**src/rtl/stream_split.sv**
```systemverilog
// stream_split: fans one 96-bit AXI-Stream word out to twelve 8-bit AXI-Stream lanes.
// Each lane has a one-deep output register; words are accepted only when every enabled lane can load.
module stream_split #(
  parameter logic [11:0] LANE_MASK   = 12'hFFF,
  parameter int          COUNT_WIDTH = 32
) (
  input  logic                   aclk,
  input  logic                   aresetn,
  input  logic [95:0]            S_AXIS_TDATA,
  input  logic                   S_AXIS_TVALID,
  output logic                   S_AXIS_TREADY,
  output logic [7:0]             M_AXIS_00_TDATA,
  output logic                   M_AXIS_00_TVALID,
  input  logic                   M_AXIS_00_TREADY,
  output logic [7:0]             M_AXIS_01_TDATA,
  output logic                   M_AXIS_01_TVALID,
  input  logic                   M_AXIS_01_TREADY,
  output logic [7:0]             M_AXIS_02_TDATA,
  output logic                   M_AXIS_02_TVALID,
  input  logic                   M_AXIS_02_TREADY,
  output logic [7:0]             M_AXIS_03_TDATA,
  output logic                   M_AXIS_03_TVALID,
  input  logic                   M_AXIS_03_TREADY,
  output logic [7:0]             M_AXIS_04_TDATA,
  output logic                   M_AXIS_04_TVALID,
  input  logic                   M_AXIS_04_TREADY,
  output logic [7:0]             M_AXIS_05_TDATA,
  output logic                   M_AXIS_05_TVALID,
  input  logic                   M_AXIS_05_TREADY,
  output logic [7:0]             M_AXIS_06_TDATA,
  output logic                   M_AXIS_06_TVALID,
  input  logic                   M_AXIS_06_TREADY,
  output logic [7:0]             M_AXIS_07_TDATA,
  output logic                   M_AXIS_07_TVALID,
  input  logic                   M_AXIS_07_TREADY,
  output logic [7:0]             M_AXIS_08_TDATA,
  output logic                   M_AXIS_08_TVALID,
  input  logic                   M_AXIS_08_TREADY,
  output logic [7:0]             M_AXIS_09_TDATA,
  output logic                   M_AXIS_09_TVALID,
  input  logic                   M_AXIS_09_TREADY,
  output logic [7:0]             M_AXIS_10_TDATA,
  output logic                   M_AXIS_10_TVALID,
  input  logic                   M_AXIS_10_TREADY,
  output logic [7:0]             M_AXIS_11_TDATA,
  output logic                   M_AXIS_11_TVALID,
  input  logic                   M_AXIS_11_TREADY,
  output logic [COUNT_WIDTH-1:0] word_count,
  output logic [11:0]            lanes_busy
);

  localparam int LANES = 12;

  logic             rdy_en;
  logic [LANES-1:0] m_ready;
  logic [LANES-1:0] vld_q;
  logic [LANES-1:0] free;
  logic [7:0]       data_q [LANES];
  logic             accept;

  assign m_ready = {M_AXIS_11_TREADY, M_AXIS_10_TREADY, M_AXIS_09_TREADY, M_AXIS_08_TREADY,
                    M_AXIS_07_TREADY, M_AXIS_06_TREADY, M_AXIS_05_TREADY, M_AXIS_04_TREADY,
                    M_AXIS_03_TREADY, M_AXIS_02_TREADY, M_AXIS_01_TREADY, M_AXIS_00_TREADY};

  // A lane can take a new byte if it is disabled, empty, or handing its byte off this cycle.
  assign free          = ~LANE_MASK | ~vld_q | m_ready;
  assign S_AXIS_TREADY = rdy_en & (&free);
  assign accept        = S_AXIS_TVALID & S_AXIS_TREADY;

  // Holds off the input for one cycle after reset release so the first accept sees settled state.
  // NOTE: state is updated with non-blocking assignments so every flop samples pre-edge values.
  always_ff @(posedge aclk or negedge aresetn) begin
    if (!aresetn) rdy_en <= 1'b0;
    else          rdy_en <= 1'b1;
  end

  // NOTE: data_q is reset because lane TDATA must read 0 out of reset; a pure datapath array
  // would normally be left unreset.
  always_ff @(posedge aclk or negedge aresetn) begin
    if (!aresetn) begin
      vld_q <= '0;
      for (int n = 0; n < LANES; n++) data_q[n] <= 8'h00;
    end else begin
      for (int n = 0; n < LANES; n++) begin
        if (LANE_MASK[n]) begin
          // A load on the same edge as a handshake wins, keeping the lane full without a bubble.
          if (accept) begin
            vld_q[n]  <= 1'b1;
            data_q[n] <= S_AXIS_TDATA[8*n +: 8];
          end else if (m_ready[n]) begin
            vld_q[n] <= 1'b0;
          end
        end
      end
    end
  end

  always_ff @(posedge aclk or negedge aresetn) begin
    if (!aresetn)    word_count <= '0;
    else if (accept) word_count <= word_count + COUNT_WIDTH'(1);
  end

  assign lanes_busy = vld_q;

  assign M_AXIS_00_TDATA = data_q[0];
  assign M_AXIS_01_TDATA = data_q[1];
  assign M_AXIS_02_TDATA = data_q[2];
  assign M_AXIS_03_TDATA = data_q[3];
  assign M_AXIS_04_TDATA = data_q[4];
  assign M_AXIS_05_TDATA = data_q[5];
  assign M_AXIS_06_TDATA = data_q[6];
  assign M_AXIS_07_TDATA = data_q[7];
  assign M_AXIS_08_TDATA = data_q[8];
  assign M_AXIS_09_TDATA = data_q[9];
  assign M_AXIS_10_TDATA = data_q[10];
  assign M_AXIS_11_TDATA = data_q[11];

  assign M_AXIS_00_TVALID = vld_q[0];
  assign M_AXIS_01_TVALID = vld_q[1];
  assign M_AXIS_02_TVALID = vld_q[2];
  assign M_AXIS_03_TVALID = vld_q[3];
  assign M_AXIS_04_TVALID = vld_q[4];
  assign M_AXIS_05_TVALID = vld_q[5];
  assign M_AXIS_06_TVALID = vld_q[6];
  assign M_AXIS_07_TVALID = vld_q[7];
  assign M_AXIS_08_TVALID = vld_q[8];
  assign M_AXIS_09_TVALID = vld_q[9];
  assign M_AXIS_10_TVALID = vld_q[10];
  assign M_AXIS_11_TVALID = vld_q[11];

endmodule

```
**config.mk**
```make
export PLATFORM = sky130hd
export DESIGN_NAME = stream_split
export DESIGN_NICKNAME = d
export VERILOG_FILES = /design/src/rtl/stream_split.sv
export SDC_FILE = /design/constraint.sdc
export NUM_CORES = 1
export LEC_CHECK = 0
export ABC_CLOCK_PERIOD_IN_PS = 2300
export BUFFER_PORTS_ARGS = -buffer_cell sky130_fd_sc_hd__buf_2
export CAP_MARGIN = 0
export CORE_UTILIZATION = 48
export CTS_CLUSTER_SIZE = 25
export DETAILED_ROUTE_END_ITERATION = 12
export GPL_TIMING_DRIVEN = 1
export PLACE_DENSITY = 0.84
export SLEW_MARGIN = 20
export SYNTH_ARGS = -nofsm -noshare
export SYNTH_HDL_FRONTEND = slang
export SYNTH_SLANG_ARGS = --single-unit
```
**constraint.sdc**
```tcl
create_clock -name aclk -period 2.3 [get_ports aclk]
set_input_delay 0.46 -clock aclk [delete_from_list [all_inputs] [get_ports aclk]]
set_output_delay 0.46 -clock aclk [all_outputs]
set_load 0.01 [all_outputs]
```
* After elaboration in Yosys (flattened, before gate mapping) *
Cells that the tools add are included.

storage, ports and cells
  flip-flop bits (word level) = 141
  input bits = 111
  output and inout bits = 153

cells by class
  add/subtract/negate cells = 1
  mux-type cells = 24
  bitwise gates (word level) = 4
  reduce and logical (&&, ||, !) cells = 13

operators by type and width
  kind                     number
  $add A32 B1 Y32 const B  1
  $mux W1                  24
  $reduce_bool A2 Y1       12
  $not A12 Y12             1
  $or A12 B12 Y12          1
  $reduce_and A12 Y1       1
  $and A1 B1 Y1            2

* Logic depth before layout (Yosys ltp) *
  depth in word-level cells = 6
  depth in mapped cells = 9

* Least setup slack after synthesis *
Ideal clock, no wire load.

  path type = input to register
  start point = input M_AXIS_08_TREADY
  end point = register data_q, in the netlist M_AXIS_00_TDATA[0]
  library setup time = 0.125 ns
  arrival = 2.019 ns
  data required time = 2.175 ns
  slack = 0.156 ns
  stages = 9
  cell sequence = nand2b_2 -> nand4_1 -> or4_1 -> buf_2 -> clkinv_4 -> nand2_4 -> buf_12 -> buf_12 -> mux2_4

between the ends
  longest elaborated chain between the ends = 4

ends and longest elaborated chain
  element                         line  RTL
  start: declaration              38    input logic M_AXIS_08_TREADY,
  $or A12 B12 Y12                 66    assign free = ~LANE_MASK | ~vld_q | m_ready;
  $reduce_and A12 Y1              67    assign S_AXIS_TREADY = rdy_en & (&free);
  $and A1 B1 Y1                   67
  $and A1 B1 Y1                   68    assign accept = S_AXIS_TVALID & S_AXIS_TREADY;
  end signal: indexed assignment  89    data_q[n] <= S_AXIS_TDATA[8*n +: 8];
  end: declaration                58    logic [7:0] data_q [LANES];

No other way between the ends.
A chain may end at the register's enable or synchronous reset.

* Worst setup path after layout *
  start point = register vld_q[1] (netlist: lanes_busy[1])
  end point = output S_AXIS_TREADY

between the ends
  longest elaborated chain between the ends = 4

ends and longest elaborated chain
  element                           line  RTL
  start: declaration                56    logic [LANES-1:0] vld_q;
  start signal: assignment          81    vld_q <= '0;
  start signal: indexed assignment  88    vld_q[n] <= 1'b1;
  start signal: indexed assignment  91    vld_q[n] <= 1'b0;
  $not A12 Y12                      66
  $or A12 B12 Y12                   66
  $reduce_and A12 Y1                67
  $and A1 B1 Y1                     67
  end: declaration                  11    output logic S_AXIS_TREADY,

No other way between the ends.

==> results.sh <==
export IMPL_run_status="finished, final reports clean"
export IMPL_cap_violations=0
export IMPL_clk_latency_ps=420
export IMPL_drtIter0Drc=150
export IMPL_hold_ws_ps=272
export IMPL_fmax_mhz=437
export IMPL_yosysSeqAreaShare_pct=57.4
export IMPL_viasPerCell=4.94
export IMPL_vias=4297
export IMPL_antenna_cells=0
export IMPL_htree_levels=4
export IMPL_antenna_found_initial=0
export IMPL_overflow=0
export IMPL_synth_mux_area_share_pct=23.3
export IMPL_grt_max_degree=74
export IMPL_synth_distinct_cells=27
export IMPL_pwr_density_cell_nw_per_um2=1310
export IMPL_die_y_um=115
export IMPL_path_clk_slew_ps=60
export IMPL_min_period_ps=2290
export IMPL_core_um2=12300
export IMPL_synthAdderAreaFrac_pct=0.204
export IMPL_cp_end_kind="output port"
export IMPL_cts_tree="built"
export IMPL_grt_pass1_wl_mm=21.8
export IMPL_die_width_um=115
export IMPL_syn_num_nets=517
export IMPL_clock_skew_ps=12.2
export IMPL_wl_mm=14.4
export IMPL_postRouteAntennaNets=0
export IMPL_cpMaxStageDelayCell="or4_4"
export IMPL_crit_arrival_ps=1830
export IMPL_place_gp_congestion=0.859
export IMPL_nNetsFinal=800
export IMPL_ys_warn_count=0
export IMPL_crit_fanout=3
export IMPL_cp_start_kind="flip-flop"
export IMPL_stdcell_area_um2=8290
export IMPL_area_delta_synth_final_pct=34.8
export IMPL_crit_chain="nand2b_4 -> nand4_1 -> or4_4 -> clkinv_4 -> buf_6"
export IMPL_grt_usage_pct=21.6
export IMPL_drive_gt1_share_pct=61.1
export IMPL_hp_class="input pin to flip-flop"
export IMPL_yosys_area_share_xor_xnor_pct=4.42
export IMPL_fill_cells=871
export IMPL_io_pins=264
export IMPL_layout_commonest_cell="buf_2"
export IMPL_cts_sinks=141
export IMPL_dpl_hpwl_mm=10.0
export IMPL_layout_common_cells="buf_2, dfrtp_1, mux2_4"
export IMPL_post_route_drc_count=0
export IMPL_cts_buffers=17
export IMPL_ir_drop_uv=716
export IMPL_grt_pass1_vias=4400
export IMPL_final_setup_viol_count=0
export IMPL_ys_ff_latch=141
export IMPL_period_share_pct=99.5
export IMPL_slew_violations=0
export IMPL_io_buffer_count=263
export IMPL_leakage_nw=4.62
export IMPL_grt_setup_unrepaired="yes"
export IMPL_required_ps=1840
export IMPL_rows=40
export IMPL_avgSynthCellArea_um2=15.2
export IMPL_synthCells=405
export IMPL_path_class="flip-flop to output port"
export IMPL_synth_top_family_by_area="multiplexers"
export IMPL_worst_slew_pin_slew_ps=558
export IMPL_maxSlewHeadroom_pct=62.5
export IMPL_start_util_pct=50.1
export IMPL_clk_root_buffer_cell="clkbuf_16"
export IMPL_clockBufferDepth=2
export IMPL_max_stage_delay_ps=590
export IMPL_fp_dieArea_um2=13300
export IMPL_yosys_area_share_simple_pct=9.04
export IMPL_hold_violations=0
export IMPL_wl_per_cell_um=16.5
export IMPL_synth_compound_area_share_pct=0
export IMPL_synth_area_um2=6150
export IMPL_place_area_um2=7520
export IMPL_first_pass_iters=4
[cells in the mapped netlist]
library cell / count / area, um^2
nand2b_1: 9 / 56.3
and2_1: 3 / 18.8
clkinv_4: 1 / 8.76
dfrtp_1: 141 / 3530
mux2_4: 90 / 1350
nand2_1: 19 / 71.3
and2_0: 1 / 6.26
buf_12: 10 / 200
and3_1: 7 / 43.8
nand3_1: 15 / 75.1
and4_1: 2 / 17.5
nand2_4: 1 / 11.3
xnor2_1: 19 / 166
buf_4: 12 / 90.1
or4_1: 3 / 22.5
ha_1: 1 / 12.5
xor2_1: 12 / 105
mux2_2: 7 / 78.8
clkbuf_1: 5 / 18.8
nor2_1: 4 / 15.0
nor4_1: 3 / 18.8
inv_1: 2 / 7.51
conb_1: 1 / 3.75
nand2b_2: 3 / 26.3
nand4_1: 18 / 113
nor3_1: 12 / 60.1
buf_2: 4 / 20.0
[final timing paths]
| path | to | cells past startpoint | slack [ps] | start |
|---|---|---|---|---|
| min reg2reg | word_count[31] | 1 | 480 | word_count[31] |
| min in group asynchronous | lanes_busy[10] | 2 | 510 | aresetn |
| max | S_AXIS_TREADY | 5 | 10 | lanes_busy[1] |
| min | M_AXIS_03_TDATA[0] | 2 | 270 | S_AXIS_TDATA[24] |
| max reg2reg | M_AXIS_04_TDATA[0] | 8 | 100 | lanes_busy[1] |
| max in group asynchronous | M_AXIS_11_TDATA[4] | 3 | 1060 | aresetn |
[flip-flops by register name, indices dropped and copies added (netlist names)]
register and count:
M_AXIS_00_TDATA 8, M_AXIS_01_TDATA 8, M_AXIS_02_TDATA 8, M_AXIS_03_TDATA 8, M_AXIS_04_TDATA 8, M_AXIS_05_TDATA 8
M_AXIS_06_TDATA 8, M_AXIS_07_TDATA 8, M_AXIS_08_TDATA 8, M_AXIS_09_TDATA 8, M_AXIS_10_TDATA 8, M_AXIS_11_TDATA 8
lanes_busy 12, rdy_en 1, word_count 32
[cells by family after synthesis]
| kind of cell | after synthesis |
|---|---|
| other | 1 |
| adders and majority gates | 1 |
| and+or+nand+nor | 100 |
| DFF | 141 |
| xor gates and xnor gates | 31 |
| buffers and inverters | 34 |
| muxes | 97 |
[per-stage QoR]
step	total power, mW	cells	worst slack (ps)	setup TNS [ps]	utilization, %
2_1_floorplan	6.50	405	156	0	-
3_3_place_gp	7.74	821	98.6	0	61.3
3_5_place_dp	7.87	821	35.8	0	61.3
4_1_cts	10.9	863	2.48	0	67.1
5_1_grt	11.4	869	-53.3	-53.3	67.6
6_report	10.9	869	10.6	0	67.6
[report_power, final]
group          internal [mW]  leakage, nW  switching (mW)
Combinational           2.26         2.57            1.64
Clock                   1.85        0.308            1.05
Sequential              3.45         1.74           0.607
Total                   7.56         4.62            3.29
[layer usage]
layer  vias up  wire length (um)  global-route usage [%]
met5         -                 0                       0
met1      2118              5820                    25.3
met3        31               839                    5.96
li1       1961                 -                       -
met2       187              7320                    36.2
met4         0               389                    11.4
[worst max-delay path, delay by kind of cell (launching register included)]
family / cells / cell delay, ps
simple gates: 3 / 800
buf+inv: 2 / 180
flops: 1 / 430
[area by class of cell]
class | instances | area (um^2) | area share, %
Multi-Input combinational cell | 230 | 2300 | 27.7
Clock inverter | 13 | 186 | 2.25
Sequential cell | 141 | 3530 | 42.6
Clock buffer | 19 | 443 | 5.34
Timing Repair Buffer | 295 | 1610 | 19.4
Tap cell | 168 | 210 | 2.54
Inverter | 3 | 16.3 | 0.196
[timing repair]
item / CTS / global route
setup buffers: 9 / 6
hold endpoints to repair: 39 / 0
pin swaps: 1 / 2
gates resized for setup: 1 / 4
setup endpoints to repair: 1 / 1
hold buffers: 1 / 0
(Power assumes the default switching activity.)
